===== src/rtl/lcd_pkg.sv =====
// -----------------------------------------------------------------------------
// lcd_pkg
// Shared definitions for the HD44780-style LCD access path.
//   - lcd_state_e     : read-path FSM state encoding
//   - MODE_*          : read-request mode encodings
//   - LCD_*_CYC       : default bus timing in clk cycles at 50 MHz, shared
//                       with the LCD write path
//   - lcd_mode_norm() : folds the unused mode code onto a status read
// -----------------------------------------------------------------------------
package lcd_pkg;

    typedef enum logic [2:0] {
        ST_IDLE  = 3'd0,
        ST_SETUP = 3'd1,
        ST_EN_HI = 3'd2,
        ST_EN_LO = 3'd3,
        ST_DONE  = 3'd4
    } lcd_state_e;

    localparam logic [1:0] MODE_STATUS = 2'b00;
    localparam logic [1:0] MODE_DATA   = 2'b01;
    localparam logic [1:0] MODE_POLL   = 2'b10;

    localparam int unsigned LCD_SETUP_CYC = 8;
    localparam int unsigned LCD_EN_HI_CYC = 25;
    localparam int unsigned LCD_EN_LO_CYC = 25;
    localparam logic [17:0] LCD_POLL_MAX  = 18'h3FFFF;

    // Code 11 has no meaning on the bus; it behaves exactly like a status read.
    function automatic logic [1:0] lcd_mode_norm(input logic [1:0] m);
        return (m == 2'b11) ? MODE_STATUS : m;
    endfunction

endpackage


===== src/rtl/lcd_reader_if.sv =====
// -----------------------------------------------------------------------------
// lcd_reader_if
// Request, LCD pin and status bundle for lcd_reader.
// Handshake: start is a single-cycle request; it is accepted only while
// busy=0, and is dropped (not queued) otherwise. Completion is reported by a
// one-cycle done pulse, during which rd_data and timeout are valid.
//   master : requester side (drives start/mode, supplies lcd_din)
//   slave  : lcd_reader side (drives LCD pins, status and state_dbg)
// -----------------------------------------------------------------------------
interface lcd_reader_if;
    import lcd_pkg::*;

    logic       start;
    logic [1:0] mode;
    logic [7:0] lcd_din;
    logic       LCD_RW;
    logic       LCD_EN;
    logic       LCD_RS;
    logic       bus_oe;
    logic       busy;
    logic       done;
    logic [7:0] rd_data;
    logic       timeout;
    lcd_state_e state_dbg;

    modport master (
        output start, mode, lcd_din,
        input  LCD_RW, LCD_EN, LCD_RS, bus_oe, busy, done, rd_data, timeout,
               state_dbg
    );

    modport slave (
        input  start, mode, lcd_din,
        output LCD_RW, LCD_EN, LCD_RS, bus_oe, busy, done, rd_data, timeout,
               state_dbg
    );

endinterface


===== src/rtl/lcd_reader.sv =====
// -----------------------------------------------------------------------------
// lcd_reader
// Performs one LCD read cycle (status or data register) or polls the busy
// flag until it clears, with programmable setup / EN-high / EN-low timing.
// Ports:
//   clk  : clock
//   rst  : synchronous, active-low reset
//   bus  : lcd_reader_if.slave
//          start/mode/lcd_din in; LCD_RW/LCD_EN/LCD_RS/bus_oe to the panel;
//          busy/done/rd_data/timeout status; state_dbg exposes the FSM state.
// -----------------------------------------------------------------------------
module lcd_reader
    import lcd_pkg::*;
#(
    parameter int unsigned SETUP_CYC = LCD_SETUP_CYC,
    parameter int unsigned EN_HI_CYC = LCD_EN_HI_CYC,
    parameter int unsigned EN_LO_CYC = LCD_EN_LO_CYC,
    parameter logic [17:0] POLL_MAX  = LCD_POLL_MAX
) (
    input  logic         clk,
    input  logic         rst,
    lcd_reader_if.slave  bus
);

    // Terminal phase count of each timed state.
    localparam logic [5:0] SETUP_LAST = 6'(SETUP_CYC - 1);
    localparam logic [5:0] EN_HI_LAST = 6'(EN_HI_CYC - 1);
    localparam logic [5:0] EN_LO_LAST = 6'(EN_LO_CYC - 1);

    lcd_state_e  state_q, state_d;
    logic [5:0]  phase_q, phase_d;
    logic [17:0] poll_q, poll_d;
    logic [1:0]  mode_q, mode_d;
    logic        rs_q, rs_d;
    logic [7:0]  rd_data_q, rd_data_d;
    logic        timeout_q, timeout_d;

    // ------------------------------------------------------------------
    // Next-state logic
    // ------------------------------------------------------------------
    always_comb begin
        state_d   = state_q;
        // The phase counter holds at all-ones rather than wrapping.
        phase_d   = (phase_q == 6'h3F) ? phase_q : phase_q + 6'd1;
        poll_d    = poll_q;
        mode_d    = mode_q;
        rs_d      = rs_q;
        rd_data_d = rd_data_q;
        // Only ever set on the transition into DONE, so it reads 1 solely
        // during the DONE cycle.
        timeout_d = 1'b0;

        case (state_q)
            ST_IDLE: begin
                if (bus.start) begin
                    state_d = ST_SETUP;
                    mode_d  = lcd_mode_norm(bus.mode);
                    rs_d    = (bus.mode == MODE_DATA);
                    poll_d  = '0;
                end
            end
            ST_SETUP: begin
                if (phase_q == SETUP_LAST) begin
                    state_d = ST_EN_HI;
                end
            end
            ST_EN_HI: begin
                if (phase_q == EN_HI_LAST) begin
                    state_d   = ST_EN_LO;
                    // Sample on the edge where EN falls.
                    rd_data_d = bus.lcd_din;
                end
            end
            ST_EN_LO: begin
                if (phase_q == EN_LO_LAST) begin
                    if ((mode_q == MODE_POLL) && rd_data_q[7] && (poll_q < POLL_MAX)) begin
                        poll_d  = poll_q + 18'd1;
                        state_d = ST_SETUP;
                    end else begin
                        state_d   = ST_DONE;
                        // Still busy on exit means the poll budget ran out.
                        timeout_d = (mode_q == MODE_POLL) && rd_data_q[7];
                    end
                end
            end
            ST_DONE: begin
                state_d = ST_IDLE;
            end
            default: begin
                state_d = ST_IDLE;
            end
        endcase

        // Every state change, including the poll loop back into SETUP,
        // restarts the phase timing.
        if (state_d != state_q) begin
            phase_d = '0;
        end
    end

    // ------------------------------------------------------------------
    // State registers
    // ------------------------------------------------------------------
    always_ff @(posedge clk) begin
        if (!rst) begin
            state_q   <= ST_IDLE;
            phase_q   <= '0;
            poll_q    <= '0;
            mode_q    <= MODE_STATUS;
            rs_q      <= 1'b0;
            rd_data_q <= 8'h00;
            timeout_q <= 1'b0;
        end else begin
            state_q   <= state_d;
            phase_q   <= phase_d;
            poll_q    <= poll_d;
            mode_q    <= mode_d;
            rs_q      <= rs_d;
            rd_data_q <= rd_data_d;
            timeout_q <= timeout_d;
        end
    end

    // ------------------------------------------------------------------
    // Outputs (decoded from registered state, so reset takes effect at the
    // same edge with no extra latency)
    // ------------------------------------------------------------------
    assign bus.LCD_RW    = (state_q == ST_SETUP) || (state_q == ST_EN_HI) ||
                           (state_q == ST_EN_LO);
    assign bus.LCD_EN    = (state_q == ST_EN_HI);
    assign bus.LCD_RS    = rs_q;
    assign bus.bus_oe    = (state_q == ST_IDLE);
    assign bus.busy      = (state_q != ST_IDLE);
    assign bus.done      = (state_q == ST_DONE);
    assign bus.rd_data   = rd_data_q;
    assign bus.timeout   = timeout_q;
    assign bus.state_dbg = state_q;

endmodule


===== src/flat_wrapper.sv =====
// flat-port wrapper written by rule: the top's interface ports become plain ports
module lcd_reader_flat import lcd_pkg::*;
#(
    parameter int unsigned SETUP_CYC = LCD_SETUP_CYC,
    parameter int unsigned EN_HI_CYC = LCD_EN_HI_CYC,
    parameter int unsigned EN_LO_CYC = LCD_EN_LO_CYC,
    parameter logic [17:0] POLL_MAX  = LCD_POLL_MAX
)
  (clk, rst, bus_start, bus_mode, bus_lcd_din, bus_LCD_RW, bus_LCD_EN, bus_LCD_RS, bus_bus_oe, bus_busy, bus_done, bus_rd_data, bus_timeout, bus_state_dbg);
  lcd_reader_if bus_i ();
  input  logic clk;
  input  logic rst;
  input wire logic [$bits(bus_i.start)-1:0] bus_start;
  input wire logic [$bits(bus_i.mode)-1:0] bus_mode;
  input wire logic [$bits(bus_i.lcd_din)-1:0] bus_lcd_din;
  output wire logic [$bits(bus_i.LCD_RW)-1:0] bus_LCD_RW;
  output wire logic [$bits(bus_i.LCD_EN)-1:0] bus_LCD_EN;
  output wire logic [$bits(bus_i.LCD_RS)-1:0] bus_LCD_RS;
  output wire logic [$bits(bus_i.bus_oe)-1:0] bus_bus_oe;
  output wire logic [$bits(bus_i.busy)-1:0] bus_busy;
  output wire logic [$bits(bus_i.done)-1:0] bus_done;
  output wire logic [$bits(bus_i.rd_data)-1:0] bus_rd_data;
  output wire logic [$bits(bus_i.timeout)-1:0] bus_timeout;
  output wire logic [$bits(bus_i.state_dbg)-1:0] bus_state_dbg;
  assign bus_i.start = bus_start;
  assign bus_i.mode = bus_mode;
  assign bus_i.lcd_din = bus_lcd_din;
  assign bus_LCD_RW = bus_i.LCD_RW;
  assign bus_LCD_EN = bus_i.LCD_EN;
  assign bus_LCD_RS = bus_i.LCD_RS;
  assign bus_bus_oe = bus_i.bus_oe;
  assign bus_busy = bus_i.busy;
  assign bus_done = bus_i.done;
  assign bus_rd_data = bus_i.rd_data;
  assign bus_timeout = bus_i.timeout;
  assign bus_state_dbg = bus_i.state_dbg;
  lcd_reader #(.SETUP_CYC(SETUP_CYC), .EN_HI_CYC(EN_HI_CYC), .EN_LO_CYC(EN_LO_CYC), .POLL_MAX(POLL_MAX)) u_core (.clk(clk), .rst(rst), .bus(bus_i));
endmodule

===== config.mk =====
export PLATFORM = sky130hd
export DESIGN_NAME = lcd_reader_flat
export DESIGN_NICKNAME = d
export VERILOG_FILES = /design/src/rtl/lcd_pkg.sv /design/src/rtl/lcd_reader_if.sv /design/src/rtl/lcd_reader.sv /design/src/flat_wrapper.sv
export SDC_FILE = /design/constraint.sdc
export NUM_CORES = 1
export LEC_CHECK = 0
export BUFFER_PORTS_ARGS = -buffer_cell sky130_fd_sc_hd__buf_4
export CORE_MARGIN = 2
export CORE_UTILIZATION = 50
export CTS_BUF_LIST = sky130_fd_sc_hd__clkbuf_16
export CTS_CLUSTER_SIZE = 14
export DETAILED_ROUTE_END_ITERATION = 12
export HOLD_SLACK_MARGIN = 0.02
export MAX_ROUTING_LAYER = met4
export PLACE_DENSITY = 0.75
export SKIP_LAST_GASP = 1
export SYNTH_ARGS = -nofsm -noshare
export SYNTH_HDL_FRONTEND = slang
export SYNTH_SLANG_ARGS = --single-unit

===== constraint.sdc =====
create_clock -name clk -period 2.34 [get_ports clk]
set_clock_uncertainty 0.1 [all_clocks]
set_input_delay 0.351 -clock clk [delete_from_list [all_inputs] [get_ports clk]]
set_output_delay 0.351 -clock clk [all_outputs]
set_load 0.005 [all_outputs]

* Yosys cells after proc, flatten, opt, wreduce, memory -nomap -nowiden
Cells that the tools add are included.
Storage, ports and cells: memory bits (writable) 0, bits of input ports 13, memories kept 0, bits in read-only memories 0, word-level logic and storage cells 50, output and inout bits 18, register bits after elaboration 39, bits in latches 0
Operators by class: divide/modulo/power cells 0, $add $sub $neg 2, bitwise logic cells 3, shifts and indexed selects 0, equality and inequality tests 14, reductions and logical operators 12, $mul 0, order comparisons 1, mux-type cells 11
Operators with widths (number):
- two-way mux 18 bit | 3
- one-hot mux 18 bit (2 select lines) | 1
- adder 18 x 1 -> 18 bit, second input constant | 1
- less-than comparator 18 bit, second input constant | 1
- two-way mux 3 bit | 5
- one-hot mux 3 bit (4 select lines) | 1
- adder 6 x 1 -> 6 bit, second input constant | 1
- == test 3 x 2 -> 1 bit, second input constant | 2
- == test 6 x 3 -> 1 bit, second input constant | 1
- == test 6 x 5 -> 1 bit, second input constant | 1
- == test 6 bit, second input constant | 1
- == test 2 bit, second input constant | 2
- != test 2 x 1 -> 1 bit, second input constant | 2
- AND reduction 2 bit | 2
- AND reduction 4 bit | 1
- OR reduction 4 bit | 1
- == test 3 x 1 -> 1 bit, second input constant | 1
- == test 3 bit, second input constant | 1
- logical NOT 3 bit | 1
- != test 3 bit | 1
- NOT 1 bit | 3
- nonzero test 3 bit | 1
- == test 2 x 1 -> 1 bit, second input constant | 1
- logical AND 1 bit | 2
- 5 further kinds | 6

* Logic depth before layout (Yosys ltp)
depth in word-level cells 8, mapped depth 8, gate-level depth less buffers 7

* Worst setup path after synthesis
OpenSTA, ideal clock, no wires.
path type reg2reg, start register u_core.poll_q[0], end register u_core.poll_q[17], path buffers 1, data required time 2.125 ns, setup slack 0.417 ns, data arrival time 1.708 ns, period minus slack after synthesis 1.923 ns, library setup time 0.115 ns, cell stages (with the launch flop) 8, path through dfxtp_1 > ha_1 > nand2_1 > or4_4 > buf_6 > o2111ai_4 > nor3_1 > o21ba_1
Between the ends: word-level cells in the longest chain between the ends 4, elaborated cells on any way between the ends 8, classes of those cells add/sub (1); order compare (1); eq/ne (1); mux (3); reduce/logical (2)
RTL lines:
- from (decl) | line lcd_reader.sv:32 | logic [17:0] poll_q, poll_d;
- from (signal assigned) | line lcd_reader.sv:116 | poll_q <= poll_d;
- adder 18 x 1 -> 18 bit / less-than comparator 18 bit (equally long branches) | line lcd_reader.sv:77, lcd_reader.sv:76
- two-way mux 18 bit / logical AND 1 bit (equally long branches) | line lcd_reader.sv:76 | if ((mode_q == MODE_POLL) && rd_data_q[7] && (poll_q < POLL_MAX)) begin
- two-way mux 18 bit / != test 2 x 1 -> 1 bit (equally long branches)
- one-hot mux 18 bit (2 select lines) / AND reduction 4 bit (equally long branches)
Several ways; a longest one is shown, not always the timed one. The select of a mux whose other input is x is not followed. A chain may end at the register's enable or synchronous reset.

* Worst setup path after layout
start register u_core.state_q[2], in the netlist u_core.bus.state_dbg[2], end register u_core.poll_q[11]
Between the ends: word-level cells in the longest chain between the ends 3, elaborated cells on any way between the ends 8, classes of those cells eq/ne (4); mux (1); reduce/logical (3)
RTL lines:
- from (decl) | line lcd_reader.sv:30 | lcd_state_e state_q, state_d;
- from (signal assigned) | line lcd_reader.sv:114 | state_q <= state_d;
- == test 3 x 2 -> 1 bit / logical NOT 3 bit (equally long branches) | line lcd_reader.sv:53 | case (state_q)
- != test 2 x 1 -> 1 bit (no source line) (tied with other cells)
- AND reduction 4 bit (no source line)
Several ways; a longest one is shown, not always the timed one.

==> impl_results.md <==
- Final routed DRC violation total: 0
- Unique masters post-synth: 48
- Drt first pass iters: 4
- Min-Delay Path Depth: 3
- Max Slew Vio Count: 0
- Core ar.: 0.003661 mm2
- Hold EP: u_core.bus.rd_data[1]
- Final period util: 89.43%
- Area delta synth->final: 21.76%
- Worst Path Max Fanout: 12
- CP max-delay cell: or4b_4
- Root buf cell: clkbuf_16
- Via Count: 1664
- Rows: 22
- Final Critical Period: 2.093 ns
- Max_slew headroom: 67.64%
- Hold_ws: 0.1985 ns
- Crit-path cells: or4b_4 -> nand3_4 -> o2111ai_2 -> or3_1 -> a21oi_1
- Setup tns final: 0 ns
- Initial antenna violation count: 0
- RSZ-0062 raised after global routing: no
- Ys async rst share: 0%
- Post-synth EDFFs: 0
- Nets: 264
- Initial core utilization: 52.15%
- I/O Pins: 31
- DR iter-0 viols: 129
- Clock Sinks: 38
- CP peak stage delay: 0.65 ns
- Worst reg2reg startpoint: u_core.bus.state_dbg[2]
- Chip Height: 65.80 um
- Cell area after layout: 0.002325 mm2
- Power density cells: 596.7 mW/mm2
- Clock slew at reported path FFs: 0.06 ns
- Vias in the first global route: 1571
- Worst-case clock buffer depth: 2
- Drt total wl: 4015 um
- Sequential-to-total area share from yosys stat: 39.84%
- CTS Hold Bufs: 0
- Max VDD drop: 0.4262 mV
- Pre-CTS WS: 0.1448 ns
- Final core utilization: 63.50%
- Post-synth top flop: dfxtp_1
- Outcome: completed
- Synth Area per Inst: 8.881 um2
- FF-to-FF End: u_core.poll_q[11]
- Total CTS buffers: 5
- CP Capture Type: flop
- Yosys reg bits: 38
- Post-Syn Nets: 231
- Final setup viols: 0
- Dpl cell area: 0.002182 mm2
- H-Tree Depth: 2
- Placed Instances: 289
- Die area: 0.004329 mm2
- Crit path arrival time: 2.21 ns
- Routed Antenna Nets: 0
- Synth warnings: 0
- MaxCap Viol Count: 0
- Gpl congestion: 0.8338
- Vias per inst: 5.603
- HPWL Detailed: 2871 um
- Die span in x: 65.80 um
- Largest net degree at the start of global routing: 13
- Lkg Pwr: 0.9900 nW
- Type of the most critical hold path: input port to flop
- Wire length per cell: 13.52 um
- First-pass GRT wire length: 6927 um
- CTS tree: done
- Crit start category: flop
- Final Hold Fails: 0
- Slew @ Worst Pin: 0.4842 ns
- Cells after Synth: 215
- Filler cells: 324
- HP Start: bus_lcd_din[1]
- Fin cells: 297
- Share of post-route cells with drive strength above 1: 20.88%
- CTS resizes: 0
- Post-CTS setup buffer count: 0
- Ant. Diodes: 0
- FF-to-FF setup slack: 0.25 ns
- Clock latency on the worst-skew pair: 0.28 ns
- Port bufs: 30
- Critical Path RT: 2.45 ns
- Reg2Reg Depth: 5
- GRT Total Usage: 21.35%
- CP Class: flop to flop
- Post-route setup slack: 0.2474 ns
- Power, Total: 1.387 mW
- Post-Syn Area: 0.001909 mm2
- Max Clk Rate: 0.4779 GHz
- Gr ovfl total: 0
## sequential cells by signal, summed over array words and instances, names as in the netlist
| register | count |
|---|---|
| u_core.poll_q | 18 |
| u_core.bus.timeout | 1 |
| u_core.bus.rd_data | 8 |
| u_core.phase_q | 6 |
| u_core.mode_q | 2 |
| u_core.bus.state_dbg | 3 |
## worst max path at each step
stage	startpoint	endpoint	slack (ns)	cells after the start
finish	u_core.bus.state_dbg[2]	u_core.poll_q[11]	0.25	5
detailed placement	u_core.phase_q[0]	u_core.poll_q[11]	0.14	7
global route	u_core.phase_q[3]	u_core.phase_q[5]	0.10	6
CTS	u_core.phase_q[0]	u_core.poll_q[11]	0.11	7
floorplan	u_core.poll_q[0]	u_core.poll_q[17]	0.42	7
global placement	u_core.phase_q[0]	u_core.poll_q[11]	0.19	7
## worst max-delay path: cells and delay by family, from the launching register on
kind / cells / cell delay, ns
AND/OR/NAND/NOR: 3 / 1.22
flip-flops: 1 / 0.39
AO/OA/AOI/OAI: 2 / 0.31
## layout make-up
class | instances | area [um2] | share of cell area [%]
Inverter | 5 | 18.77 | 0.8073
Clock buffer | 5 | 125.1 | 5.382
Timing Repair Buffer | 36 | 270.3 | 11.63
Multi-Input combinational cell | 162 | 1074 | 46.18
Clock inverter | 3 | 16.27 | 0.6997
Tap cell | 48 | 60.06 | 2.583
Sequential cell | 38 | 760.7 | 32.72
## layer usage
metal | vias up | global-route usage [%] | part of all wire (%)
li1 | 855 | - | -
met1 | 767 | 26.62 | 49
met2 | 35 | 32.83 | 45
met3 | 7 | 5.963 | 4.0
met4 | 0 | 8.333 | 1.7
met5 | - | - | 0
## cell families (layout without fill, tap and decap cells)
kind of cell / Yosys count / after routing / share of synthesized area (%)
buffers and inverters: 15 / 49 / 3.997
AOI/OAI and AO/OA: 37 / 37 / 14.42
adders and majority gates: 3 / 3 / 1.966
muxes: 8 / 8 / 4.194
xor gates and xnor gates: 10 / 10 / 4.587
and+or+nand+nor: 104 / 104 / 31.00
DFF: 38 / 38 / 39.84
## cell usage in the layout, fill, tap and decap left out, drive strengths merged, types with 7 or more instances in the layout
cell type   n
dfxtp      38
buf        36
nor2       31
nand2      13
a21oi      11
nand4      10
xor2        9
mux2i       8
nand3       8
o21ai       7
o2111ai     7
## power breakdown
group | total, mW | switching [mW] | internal (mW)
sequential | 0.659 | 0.00655 | 0.653
combinational | 0.0831 | 0.0439 | 0.0392
clock | 0.645 | 0.257 | 0.388
total | 1.39 | 0.307 | 1.08
## cell usage after synthesis, drive strengths merged (4+ instances only)
cell type	number	share of area, %
nand3	8	2.8
clkbuf	6	1.2
nand4	10	3.6
o21ai	7	1.8
nor3b	5	2.2
or3	6	2.0
a21oi	11	2.9
dfxtp	38	40
and2	6	2.0
and3	6	2.0
buf	4	1.8
o2111ai	7	4.5
inv	5	0.98
nand2	13	2.6
or4	4	1.8
mux2i	8	4.2
xor2	9	4.1
nor2	31	6.1
Power figures use the tool's default switching activity.
